==> src/rtl/ar_tag_allocator.sv <==
// AR tag allocator: binds each accepted read request to the lowest free internal tag and a per-ID sequence number.
// Optional illegal-free checking is enabled with `define AR_TAG_ALLOC_FREE_CHECK_EN.
module ar_tag_allocator #(
    parameter int ID_WIDTH   = 4,
    parameter int ADDR_WIDTH = 32,
    parameter int LEN_WIDTH  = 8,
    parameter int TAG_WIDTH  = 4,
    parameter int SEQ_WIDTH  = 4
) (
    input  logic                  clk,
    input  logic                  rst,
    input  logic                  in_valid,
    output logic                  in_ready,
    input  logic [ID_WIDTH-1:0]   in_id,
    input  logic [ADDR_WIDTH-1:0] in_addr,
    input  logic [LEN_WIDTH-1:0]  in_len,
    input  logic [2:0]            in_size,
    input  logic [1:0]            in_burst,
    input  logic [3:0]            in_qos,
    output logic                  out_valid,
    input  logic                  out_ready,
    output logic [TAG_WIDTH-1:0]  out_tag,
    output logic [ADDR_WIDTH-1:0] out_addr,
    output logic [LEN_WIDTH-1:0]  out_len,
    output logic [2:0]            out_size,
    output logic [1:0]            out_burst,
    output logic [3:0]            out_qos,
    output logic                  alloc_valid,
    output logic [TAG_WIDTH-1:0]  alloc_tag,
    output logic [ID_WIDTH-1:0]   alloc_id,
    output logic [SEQ_WIDTH-1:0]  alloc_seq,
    output logic [LEN_WIDTH-1:0]  alloc_len,
    input  logic                  free_valid,
    input  logic [TAG_WIDTH-1:0]  free_tag,
    output logic [TAG_WIDTH:0]    tags_used,
    output logic                  free_err
);
    localparam int NUM_TAGS = 1 << TAG_WIDTH;
    localparam int NUM_IDS  = 1 << ID_WIDTH;

    logic [NUM_TAGS-1:0]   busy_q, busy_d;
    logic [SEQ_WIDTH-1:0]  seq_q [NUM_IDS];
    logic [SEQ_WIDTH-1:0]  seq_d [NUM_IDS];
    logic [TAG_WIDTH:0]    tags_used_q, tags_used_d;
    logic                  out_valid_q, out_valid_d;
    logic [TAG_WIDTH-1:0]  out_tag_q, out_tag_d;
    logic [ADDR_WIDTH-1:0] out_addr_q, out_addr_d;
    logic [LEN_WIDTH-1:0]  out_len_q, out_len_d;
    logic [2:0]            out_size_q, out_size_d;
    logic [1:0]            out_burst_q, out_burst_d;
    logic [3:0]            out_qos_q, out_qos_d;
    logic                  alloc_valid_q, alloc_valid_d;
    logic [TAG_WIDTH-1:0]  alloc_tag_q, alloc_tag_d;
    logic [ID_WIDTH-1:0]   alloc_id_q, alloc_id_d;
    logic [SEQ_WIDTH-1:0]  alloc_seq_q, alloc_seq_d;
    logic [LEN_WIDTH-1:0]  alloc_len_q, alloc_len_d;

    logic [TAG_WIDTH-1:0]  sel;
    logic                  tag_avail;
    logic                  can_load;
    logic                  accept;
    logic                  free_hit;
    logic                  free_dec;

    // Lowest-index free tag; descending scan lets the lowest hit win.
    always_comb begin
        sel       = '0;
        tag_avail = 1'b0;
        for (int i = NUM_TAGS - 1; i >= 0; i--) begin
            if (!busy_q[i]) begin
                sel       = TAG_WIDTH'(i);
                tag_avail = 1'b1;
            end
        end
    end

    assign can_load = ~out_valid_q | out_ready;
    assign in_ready = tag_avail & can_load;
    assign accept   = in_valid & in_ready;
    assign free_hit = free_valid & busy_q[free_tag];

`ifdef AR_TAG_ALLOC_FREE_CHECK_EN
    logic free_err_q, free_err_d;
    assign free_dec   = free_hit;
    assign free_err_d = free_err_q | (free_valid & ~busy_q[free_tag]);
    assign free_err   = free_err_q;

    always_ff @(posedge clk) begin
        if (rst) free_err_q <= 1'b0;
        else     free_err_q <= free_err_d;
    end
`else
    // Without checking, the ROB is trusted: every free counts down.
    assign free_dec = free_valid;
    assign free_err = 1'b0;
`endif

    always_comb begin
        busy_d = busy_q;
        if (free_hit) busy_d[free_tag] = 1'b0;
        if (accept)   busy_d[sel]      = 1'b1;

        tags_used_d = tags_used_q;
        if (accept && !free_dec)      tags_used_d = tags_used_q + (TAG_WIDTH+1)'(1);
        else if (!accept && free_dec) tags_used_d = tags_used_q - (TAG_WIDTH+1)'(1);

        for (int i = 0; i < NUM_IDS; i++) seq_d[i] = seq_q[i];
        if (accept) seq_d[in_id] = seq_q[in_id] + SEQ_WIDTH'(1);

        out_valid_d = out_valid_q;
        out_tag_d   = out_tag_q;
        out_addr_d  = out_addr_q;
        out_len_d   = out_len_q;
        out_size_d  = out_size_q;
        out_burst_d = out_burst_q;
        out_qos_d   = out_qos_q;
        alloc_tag_d = alloc_tag_q;
        alloc_id_d  = alloc_id_q;
        alloc_seq_d = alloc_seq_q;
        alloc_len_d = alloc_len_q;
        alloc_valid_d = accept;
        if (accept) begin
            out_valid_d = 1'b1;
            out_tag_d   = sel;
            out_addr_d  = in_addr;
            out_len_d   = in_len;
            out_size_d  = in_size;
            out_burst_d = in_burst;
            out_qos_d   = in_qos;
            alloc_tag_d = sel;
            alloc_id_d  = in_id;
            alloc_seq_d = seq_q[in_id];
            alloc_len_d = in_len;
        end else if (out_ready) begin
            out_valid_d = 1'b0;
        end
    end

    always_ff @(posedge clk) begin
        if (rst) begin
            busy_q        <= '0;
            for (int i = 0; i < NUM_IDS; i++) seq_q[i] <= '0;
            tags_used_q   <= '0;
            out_valid_q   <= 1'b0;
            out_tag_q     <= '0;
            out_addr_q    <= '0;
            out_len_q     <= '0;
            out_size_q    <= '0;
            out_burst_q   <= '0;
            out_qos_q     <= '0;
            alloc_valid_q <= 1'b0;
            alloc_tag_q   <= '0;
            alloc_id_q    <= '0;
            alloc_seq_q   <= '0;
            alloc_len_q   <= '0;
        end else begin
            busy_q        <= busy_d;
            for (int i = 0; i < NUM_IDS; i++) seq_q[i] <= seq_d[i];
            tags_used_q   <= tags_used_d;
            out_valid_q   <= out_valid_d;
            out_tag_q     <= out_tag_d;
            out_addr_q    <= out_addr_d;
            out_len_q     <= out_len_d;
            out_size_q    <= out_size_d;
            out_burst_q   <= out_burst_d;
            out_qos_q     <= out_qos_d;
            alloc_valid_q <= alloc_valid_d;
            alloc_tag_q   <= alloc_tag_d;
            alloc_id_q    <= alloc_id_d;
            alloc_seq_q   <= alloc_seq_d;
            alloc_len_q   <= alloc_len_d;
        end
    end

    assign out_valid   = out_valid_q;
    assign out_tag     = out_tag_q;
    assign out_addr    = out_addr_q;
    assign out_len     = out_len_q;
    assign out_size    = out_size_q;
    assign out_burst   = out_burst_q;
    assign out_qos     = out_qos_q;
    assign alloc_valid = alloc_valid_q;
    assign alloc_tag   = alloc_tag_q;
    assign alloc_id    = alloc_id_q;
    assign alloc_seq   = alloc_seq_q;
    assign alloc_len   = alloc_len_q;
    assign tags_used   = tags_used_q;

endmodule

==> config.mk <==
export PLATFORM = sky130hd
export DESIGN_NAME = ar_tag_allocator
export DESIGN_NICKNAME = d
export VERILOG_FILES = /design/src/rtl/ar_tag_allocator.sv
export SDC_FILE = /design/constraint.sdc
export NUM_CORES = 1
export LEC_CHECK = 0
export ABC_AREA = 1
export CORE_ASPECT_RATIO = 1.75
export CORE_MARGIN = 5
export CORE_UTILIZATION = 30
export CTS_BUF_LIST = sky130_fd_sc_hd__clkbuf_8
export DETAILED_ROUTE_END_ITERATION = 6
export PLACE_DENSITY_LB_ADDON = 0.2
export RECOVER_POWER = 50
export SKIP_CTS_REPAIR_TIMING = 1
export SLEW_MARGIN = 0
export SYNTH_ARGS = -nofsm -noshare
export SYNTH_HDL_FRONTEND = slang
export SYNTH_SLANG_ARGS = --single-unit
==> constraint.sdc <==
create_clock -name clk -period 5.9 [get_ports clk]
set_input_delay 1.18 -clock clk [delete_from_list [all_inputs] [get_ports clk]]
set_output_delay 1.18 -clock clk [all_outputs]
set_load 0.02 [all_outputs]
## Word level (Yosys, flattened, before mapping)

Memory sizes are Yosys's and may differ from the RTL's.
Cells that the tools add are included.

- Word-level logic and storage cells: 123
- RAM bits: 64
- Bits in latches: 0
- Input bits: 62
- Memories kept: 1
- Output and inout bits: 82
- Register bits: 84
- ROM bits: 0

- Muxes and demuxes: 67
- Add/sub/neg operators: 3
- Multiply operators: 0
- Reductions and logical operators: 9
- $lt $le $gt $ge: 6
- Bitwise operators: 25
- Equal/unequal tests: 0
- Shifts and indexed selects: 0
- Divide/modulo/power cells: 0

Memory list:

| name | depth | bits a word | rd ports | clocked after Yosys merged registers in | wr ports | RTL line | RTL |
|---|---|---|---|---|---|---|---|
| seq_q | 16 | 4 | 17 | 0 | 16 | 42 | `logic [SEQ_WIDTH-1:0] seq_q [NUM_IDS];` |

Operators by type and width:

| operator | count |
|---|---|
| $mux W4 | 33 |
| $bwmux W64 | 1 |
| $mux W64 | 1 |
| $mux W16 | 2 |
| $mux W1 | 24 |
| $or A1 B1 Y1 | 17 |
| $and A16 B16 Y16 | 1 |
| $demux W4 S4 | 1 |
| $not A16 Y16 | 1 |
| $or A16 B16 Y16 | 1 |
| $lt A4 B5 Y1 const B | 2 |
| $mux W5 | 2 |
| $demux W1 S4 | 2 |
| $ge A4 B1 Y1 const B | 2 |
| $add A5 B1 Y5 const B | 1 |
| $ge A5 B5 Y1 const B | 1 |
| $logic_and A1 B1 Y1 | 5 |
| $lt A5 B1 Y1 const B | 1 |
| $not A4 Y5 | 1 |
| $sub A5 B1 Y5 const B | 1 |
| $add A4 B1 Y4 const B | 1 |
| $bmux W1 S4 | 1 |
| $reduce_bool A2 Y1 | 2 |
| $and A1 B1 Y1 | 3 |
| 2 further kinds | 3 |

## Depth between registers and ports, before layout

Gate-level depths: netlist of run 1.

- Depth in word-level cells: 22
- Mapped depth: 18
- Depth with buffers taken out: 18

## Least setup slack after synthesis of run 1

Ideal clock, no wire load.

- Kind: input-to-reg
- From: input out_ready
- To: register tags_used_q[4], in the netlist tags_used[4]
- Path buffers: 2
- Setup time: 0.070 ns
- Stages on the path: 14
- Slack: 2.486 ns
- Data arrival time: 3.344 ns
- Required time: 5.830 ns
- Cells stage by stage: inv_1 nand2_1 a21boi_2 and2_4 buf_2 buf_2 ha_1 inv_1 ha_1 a21o_1 a31oi_1 xor2_1 nand2_1 a21oi_1

- Longest elaborated chain between the ends: 6
- Elaborated cells between the ends (all ways): 8
- Classes of those cells: 1 x mux; 3 x bitwise; 4 x reduce/logical

Ends and longest elaborated chain:

| element | RTL line | RTL |
|---|---|---|
| start: declaration | 21 | `input logic out_ready,` |
| $or A1 B1 Y1 (*) | 77 | `assign can_load = ~out_valid_q \| out_ready;` |
| $and A1 B1 Y1 (*) | 78 | `assign in_ready = tag_avail & can_load;` |
| net in_ready | 13 | `output logic in_ready,` |
| $and A1 B1 Y1 (*) | 79 | `assign accept = in_valid & in_ready;` |
| net accept | 61 | `logic accept;` |
| $logic_not A1 Y1 | 105 | `else if (!accept && free_dec) tags_used_d = tags_used_q - (TAG_WIDTH+1)'(1);` |
| $logic_and A1 B1 Y1 | 105 |  |
| $reduce_bool A2 Y1 (no source line) | n/a |  |
| end signal: assignment | 159 | `tags_used_q <= tags_used_d;` |
| end: declaration | 44 | `logic [TAG_WIDTH:0] tags_used_q, tags_used_d;` |

Mark *: on every way through the listed nets, which the timed path passes. The rest lies on a longest branch.
A chain may end at the register's enable or synchronous reset.

==> run metrics, run 1 <==
status finished with violations; failing checks max-capacitance violations, max-slew violations; largest net degree at the start of global routing 72; initial antenna violation count 0; register area share after synthesis 43.5%; vias post-DR 6268; Worst-path clk slew 90 ps; number of nets in the layout 1083; power per cell area 261 mW/mm^2; synthesized netlist cell count 909; std cell rows 73; DP Area 0.00824 mm^2; most common cell in the netlist dfxtp_1; reg-to-reg slack, setup 2920 ps; routability cong. 0.890; Worst VDD drop 134 uV; CP Max Fanout 71; critical path type input port to register; Psw 0.645 mW; layout filler cell count 2404; Post-synth EDFFs 0; aggregate global routing overflow 0; Post-synth top cells 148 x dfxtp_1, 136 x nor2_1, 109 x inv_1, 93 x nand2_1, 90 x a21oi_1; max_slew headroom -63.2%; Switching Share 28.6%; minimum clock period 4120 ps; initial core utilization 30.2%; routed len/inst 15.5 um; CP startpoint kind input port; worst skew pair latency 450 ps; Critical-path top delay cell clkbuf_1; die area 0.0259 mm^2; Worst R2R Path Depth 14; Flop pwr share 47.7%; CTS tree yes; Max Transition Viols Final 64; H-Tree Depth 4; share of cells above drive strength 1 7.39%; RSZ-0062 raised after global routing no; #FFs+latches synth 148; syn avg cell area 7.49 um^2; CP Data Required Time 6280 ps; Final ANT Viol Nets 0; Critical R2R Capture tags_used[4]; reg-to-reg startpoint busy_q[13]; Clk pwr share 36.0%; CP startpoint rst; Final HPWL DP 14300 um; PortBufs 142; Slowest Stage Delay on Critical Path 1780 ps; Max Clk Rate 243 MHz; TritonCTS buffer count 17; Synth async-reset ratio 0%; TNS Setup 0 ps; Layout area overhead 26.9%; Arr. time, crit path 4500 ps; clock buffer depth 2; area of the core 0.0226 mm^2; number of diodes 0; Hold Path Class register to register; CP endpoint alloc_id[0]; Final Instance Area 0.00863 mm^2; Worst Tran Pin Value 2450 ps; final hold viol count 0; Yosys top cell area share 43.5%; max-cap viol count 1; first-pass GRT wire length 32100 um; synthesized area 0.00681 mm^2; crit path capture type register; YS warnings 0; Leakage 3.54 nW; die width 124 um; Yosys top cell by area dfxtp_1; combinational share of power 16.3%; Primary FF master, synth dfxtp_1; Setup Skew 13.2 ps; drt drc 0; critical-path cell list buf_2 -> buf_4 -> inv_1 -> clkbuf_1 -> o21ai_0 -> a21oi_1; total wire length 20500 um; initial drt markers 423; # clock sinks 148; setup violators final 0; syn_nets 977; clk root buf clkbuf_8; Via-to-Cell Ratio 4.72; Die Span Y 209 um; number of global-route vias before repair 6034; Internal 1.61 mW; Period Utilization, post-route 69.8%; total track usage 15.8%; distinct cell type count of the synthesized netlist 41; first drt pass iteration count 5; io pins 144; dominant cells by area after synthesis dfxtp_1 44%, nor2_1 7.5%, a21oi_1 6.6%
-- power groups by stage --
stage               sequential [mW]  combinational (mW)  clock (mW)
floorplan                      1.14               0.176           0
global placement               1.10               0.384           0
detailed placement             1.10               0.385           0
CTS                            1.08               0.387       0.844
global route                   1.08               0.401       0.880
finish                         1.07               0.367       0.811
-- state kept, by name, indices dropped and copies added (netlist names), 2 cells and up --
signal / flops
seq_q: 64
out_addr: 32
busy_q: 16
out_len: 8
tags_used: 5
alloc_id: 4
alloc_seq: 4
out_qos: 4
out_tag: 4
out_size: 3
out_burst: 2
-- metal layers --
layer / wire [um] / part of all wire (%) / GRT usage [%]
met1: 7820 / 38 / 16.8
met2: 11200 / 54 / 29.4
met3: 874 / 4.3 / 2.92
met4: 660 / 3.2 / 7.23
met5: 0 / 0 / 0
-- layout make-up --
cell class / instances / area, um^2 / area share (%)
Clock buffer: 17 / 234 / 2.71
Multi-Input combinational cell: 588 / 3030 / 35.1
Inverter: 115 / 434 / 5.03
Clock inverter: 15 / 165 / 1.91
Sequential cell: 148 / 2960 / 34.3
Tap cell: 300 / 375 / 4.35
Timing Repair Buffer: 145 / 1440 / 16.6
-- cell usage in the layout, fill, tap and decap left out, types with 2 or more instances in the layout --
cell type / instances
a31oi_1: 5
o21ai_1: 28
a21o_1: 2
buf_4: 2
ha_1: 5
dfxtp_1: 148
xor2_1: 3
clkinv_2: 4
inv_2: 4
clkbuf_8: 17
nand3_1: 53
nor2_2: 3
o21ai_0: 87
inv_1: 111
nand2_1: 93
nor3_4: 3
a21oi_1: 90
clkdlybuf4s50_1: 65
dlygate4sd3_1: 76
nor2_4: 2
nor2_1: 136
clkinvlp_4: 4
a22oi_1: 13
o221ai_1: 17
nand4_1: 10
bufinv_16: 3
nand2_2: 17
nand2_4: 3
a22oi_2: 6
-- worst min-delay path by stage --
stage | start | endpoint | cells after the start
after floorplan | seq_q[10][0] | seq_q[10][0] | 2
after global routing | seq_q[2][0] | seq_q[2][0] | 2
final | seq_q[2][0] | seq_q[2][0] | 2
after global placement | seq_q[2][0] | seq_q[2][0] | 2
after detailed placement | seq_q[2][0] | seq_q[2][0] | 2
after CTS | seq_q[15][1] | seq_q[15][1] | 2
-- through the flow --
stage | setup WS [ps] | power (mW) | hold WS, ps | cells | util, %
after floorplan | 2490 | 1.32 | 429 | 909 | -
after global placement | 1610 | 1.48 | 445 | 1296 | 36.5
after detailed placement | 1550 | 1.48 | 448 | 1296 | 36.5
after CTS | 2060 | 2.31 | 462 | 1328 | 38.3
after global routing | 1360 | 2.36 | 482 | 1328 | 38.3
final | 1780 | 2.25 | 461 | 1328 | 38.3
-- logic make-up (layout without fill, tap and decap cells) --
kind of cell,Yosys count,count (layout),synth area share (%)
xor gates and xnor gates,5,5,0.754
and+or+nand+nor,325,325,21.6
adders and majority gates,6,6,1.21
AOI/OAI and AO/OA,251,251,20.9
buffers and inverters,173,292,11.9
other,1,1,0.0551
DFF,148,148,43.5
-- critical path: cells and delay by family --
family	cells	cell delay, ps
AOI/OAI and AO/OA	2	540
buffers and inverters	4	2700
Note: power is estimated with default switching activity, not from simulation.
==> run 2: changes to the inputs <==
- clock period: 5.9 -> 3.5 ns (I/O delays scaled with it)
==> run 2 against run 1 <==
Against the previous run: the run now ends clean; flip-flop and latch count unchanged; hold slack better by 11 ps; combinational power up 72%; clock skew down 1.1 ps; clock power up 70%; via count up 0.22%; critical path type unchanged; highest routed layer unchanged.
==> run metrics, run 2 (synthesis results as in run 1) <==
Psw 1.07 mW; final hold viol count 0; initial core utilization 30.2%; Period Utilization, post-route 90.3%; layout filler cell count 2407; combinational share of power 16.5%; total track usage 16.0%; Internal 2.75 mW; critical path type input port to register; std cell rows 73; Critical R2R Capture seq_q[2][2]; number of global-route vias before repair 6102; CP Max Fanout 10; aggregate global routing overflow 0; CP startpoint kind input port; crit path capture type register; most common cell after layout, fill and taps aside dfxtp_1; Flop pwr share 47.4%; die area 0.0259 mm^2; final core occ 39.0%; worst skew pair latency 460 ps; PortBufs 142; # clock sinks 148; Die Span Y 209 um; Max Transition Viols Final 0; die width 124 um; Switching Share 28.0%; reg-to-reg startpoint busy_q[7]; Worst VDD drop 236 uV; power per cell area 435 mW/mm^2; most frequent cells in the layout 148 x dfxtp_1, 136 x nor2_1, 112 x inv_1; total wire length 20500 um; Non-Filler Instances 1347; Leakage 3.67 nW; Worst Tran Pin Value 1080 ps; minimum clock period 3160 ps; routability cong. 0.903; initial drt markers 394; first-pass GRT wire length 32400 um; Clk pwr share 36.1%; vias post-DR 6282; Worst R2R Path Depth 13; largest net degree at the start of global routing 71; Cell Count Post-Placement 1315; CTS tree yes; Final ANT Viol Nets 0; Setup Skew 12.1 ps; cell mode on critical path inv_1; routed len/inst 15.2 um; Tot Pwr 3.82 mW; drt drc 0; share of cells above drive strength 1 9.07%; initial antenna violation count 0; Via-to-Cell Ratio 4.66; worst hold stages 2; number of nets in the layout 1102; hold_sp seq_q[13][1]; Critical-path top delay cell nor3_4; reg-to-reg slack, setup 520 ps; Final HPWL DP 14800 um; CP Data Required Time 3900 ps; Largest register FFs 64; Hold Path Class register to register; clock buffer depth 2; Arr. time, crit path 3560 ps; hold slack 472 ps; area of the core 0.0226 mm^2; CP startpoint out_ready; max_slew headroom 28.2%; critical-path cell list dlygate4sd3_1 -> inv_1 -> nand2_1 -> a21boi_0 -> and2_4 -> buf_4 -> clkinvlp_2 -> nor3_4 -> nand2_2 -> a21oi_1 -> o21ai_1 -> inv_1; Layout area overhead 29.2%; number of diodes 0; Slowest Stage Delay on Critical Path 540 ps; H-Tree Depth 4; status finished, final reports clean; most flop-heavy register seq_q; Max Clk Rate 316 MHz; clk root buf clkbuf_8; Worst-path clk slew 80 ps; first drt pass iteration count 5; max-cap viol count 0; io pins 144; RSZ-0062 raised after global routing no; TritonCTS buffer count 17; Hold Path End seq_q[13][1]; setup violators final 0
[run 2: changes by cell type in the layout (fill, tap and decap cells not counted), moves of 2 or more]
cell / before / now
buf_4: 2 / 20
clkdlybuf4s50_1: 65 / 59
dlygate4sd3_1: 76 / 82
clkinvlp_4: 4 / 1
clkbuf_8: 17 / 19
[run 2: how the worst max path moves through the flow]
stage | depth (start not counted) | slack (ps) | endpoint
after floorplan | 14 | 570 | tags_used[4]
after global placement | 13 | 70 | seq_q[14][2]
after detailed placement | 13 | -0.09 | seq_q[14][2]
after CTS | 13 | 500 | seq_q[12][2]
after global routing | 12 | 120 | seq_q[10][2]
final | 12 | 340 | seq_q[2][2]
[run 2: power by group through the flow]
| stage | registers [mW] | clock network (mW) | logic [mW] |
|---|---|---|---|
| final | 1.81 | 1.38 | 0.631 |
| after global routing | 1.82 | 1.49 | 0.690 |
| after CTS | 1.81 | 1.44 | 0.667 |
| after detailed placement | 1.85 | 0 | 0.664 |
| after global placement | 1.85 | 0 | 0.663 |
| after floorplan | 1.92 | 0 | 0.297 |
[run 2: metal layers]
metal / share of wire, % / track usage (%) / vias up
met2: 56 / 29.9 / 152
met1: 38 / 17.2 / 2877
li1: - / - / 3227
met3: 3.9 / 3.25 / 26
met5: 0 / 0 / -
met4: 2.1 / 5.89 / 0
[run 2: layout make-up]
class                      count  area, um^2  share of cell area (%)
multi-input combinational    588        3030                    34.4
tap                          300         375                    4.27
clock buffer                  19         262                    2.97
timing repair buffer         164        1590                    18.1
inverter                     115         433                    4.92
clock inverter                13         141                    1.61
sequential                   148        2960                    33.7
[run 2: worst max-delay path, delay by kind of cell]
family                 cells  cell delay, ps
and+or+nand+nor            4            1040
buffers and inverters      5            1320
AOI/OAI and AO/OA          3             480
[run 2: stage by stage]
stage / TNS, ps / setup WS (ps) / area, um^2
3_5_place_dp: -0.0859 / -0.0859 / 8400
4_1_cts: 0 / 496 / 8800
5_1_grt: 0 / 120 / 8790
6_report: 0 / 340 / 8790
2_1_floorplan: 0 / 566 / 6810
3_3_place_gp: 0 / 71.3 / 8400
==> run 3: changes to the inputs <==
- CTS_BUF_LIST: sky130_fd_sc_hd__clkbuf_8 -> sky130_fd_sc_hd__clkbuf_4 sky130_fd_sc_hd__clkbuf_8
==> run 3 against run 2 <==
Against the previous run: global-route usage is essentially flat; final cell count did not move; via count up 0.43%; core utilization up 0.066 points; non-clock buffer count did not move; flip-flop and latch count unchanged; hold slack lost 4.7 ps; sequential share of layout area down 0.057 points; die area unchanged; critical path depth is the same; critical path type unchanged; largest cell class unchanged.
==> run metrics, run 3 (synthesis results as in run 1) <==
drt drc 0; number of diodes 0; aggregate global routing overflow 0; max_slew headroom 29.3%; critical path type input port to register; Final Instance Area 0.00881 mm^2; initial core utilization 30.2%; setup ws final 336 ps; Worst-path clk slew 80 ps; Final HPWL DP 14800 um; crit path capture type register; number of nets in the layout 1102; Leakage 3.67 nW; die width 124 um; clk root buf clkbuf_8; Worst Tran Pin Value 1060 ps; Max Clk Rate 316 MHz; final hold viol count 0; # clock sinks 148; CP Data Required Time 3900 ps; clock buffer depth 2; Arr. time, crit path 3570 ps; initial drt markers 399; vias post-DR 6309; routed len/inst 15.2 um; Layout area overhead 29.4%; H-Tree Depth 4; final core occ 39.0%; most common cell after layout, fill and taps aside dfxtp_1; PortBufs 142; Setup Skew 12.3 ps; setup violators final 0; total track usage 16.0%; Largest register FFs 64; DP Area 0.00840 mm^2; CP startpoint kind input port; Worst VDD drop 239 uV; die area 0.0259 mm^2; worst skew pair latency 470 ps; first drt pass iteration count 5; status finished, final reports clean; Max Transition Viols Final 0; first-pass GRT wire length 32400 um; CP Max Fanout 10; minimum clock period 3160 ps; share of cells above drive strength 1 9.46%; RSZ-0062 raised after global routing no; routability cong. 0.903; power per cell area 439 mW/mm^2; most frequent cells in the layout 148 x dfxtp_1, 136 x nor2_1, 108 x inv_1; number of global-route vias before repair 6103; std cell rows 73; max-cap viol count 0; Via-to-Cell Ratio 4.68; CTS tree yes; Hold Path Class register to register; total wire length 20500 um; worst slack at placement -0.0859 ps; io pins 144; largest net degree at the start of global routing 71; initial antenna violation count 0; TritonCTS buffer count 17; most flop-heavy register seq_q; Period Utilization, post-route 90.4%; Final ANT Viol Nets 0; Die Span Y 209 um; area of the core 0.0226 mm^2; Tot Pwr 3.87 mW
==> run 3: cell types whose count changed in the layout (fill, tap and decap cells not counted), sizes merged <==
| cell | before | now |
|---|---|---|
| clkbuf | 20 | 24 |
| inv | 118 | 114 |
==> run 3: final timing paths <==
kind | from | end | slack, ps | cells past startpoint
max reg2reg | busy_q[7] | seq_q[2][2] | 510 | 13
max | out_ready | seq_q[2][2] | 340 | 12
min | seq_q[15][1] | seq_q[15][1] | 470 | 2
min reg2reg | seq_q[15][1] | seq_q[15][1] | 470 | 2
==> run 3: per-layer routing <==
metal / GRT usage, % / vias up / wire length [um]
li1: - / 3228 / -
met1: 17.2 / 2898 / 7940
met2: 29.9 / 153 / 11300
met3: 3.25 / 30 / 785
met4: 5.89 / 0 / 469
met5: 0 / - / 0
==> run 3: report_power, final <==
part / internal (mW) / total, mW / switching (mW)
sequential: 1.76 / 1.81 / 0.0469
combinational: 0.260 / 0.630 / 0.370
clock: 0.772 / 1.43 / 0.655
==> run 3: area by class of cell <==
cell class	count	area (um^2)
fillers	2405	13800
multi-input cells	588	3030
flip-flops and latches	148	2960
repair buffers	164	1590
inverters	115	433
well taps	300	375
clock buffers	23	292
clock inverters	9	126
==> run 3: metrics by stage <==
step           hold slack [ps]  setup TNS, ps  cells
2_1_floorplan              429              0    909
3_3_place_gp               454              0   1315
3_5_place_dp               452        -0.0859   1315
4_1_cts                    468              0   1347
5_1_grt                    487              0   1347
6_report                   468              0   1347
==> run 3: worst max-delay path: stages <==
cell and delay (ps):
dlygate4sd3_1 530, inv_1 40, nand2_1 70, a21boi_0 240
and2_4 230, buf_4 180, clkinvlp_2 500, nor3_4 540
nand2_2 220, a21oi_1 160, o21ai_1 80, inv_1 70
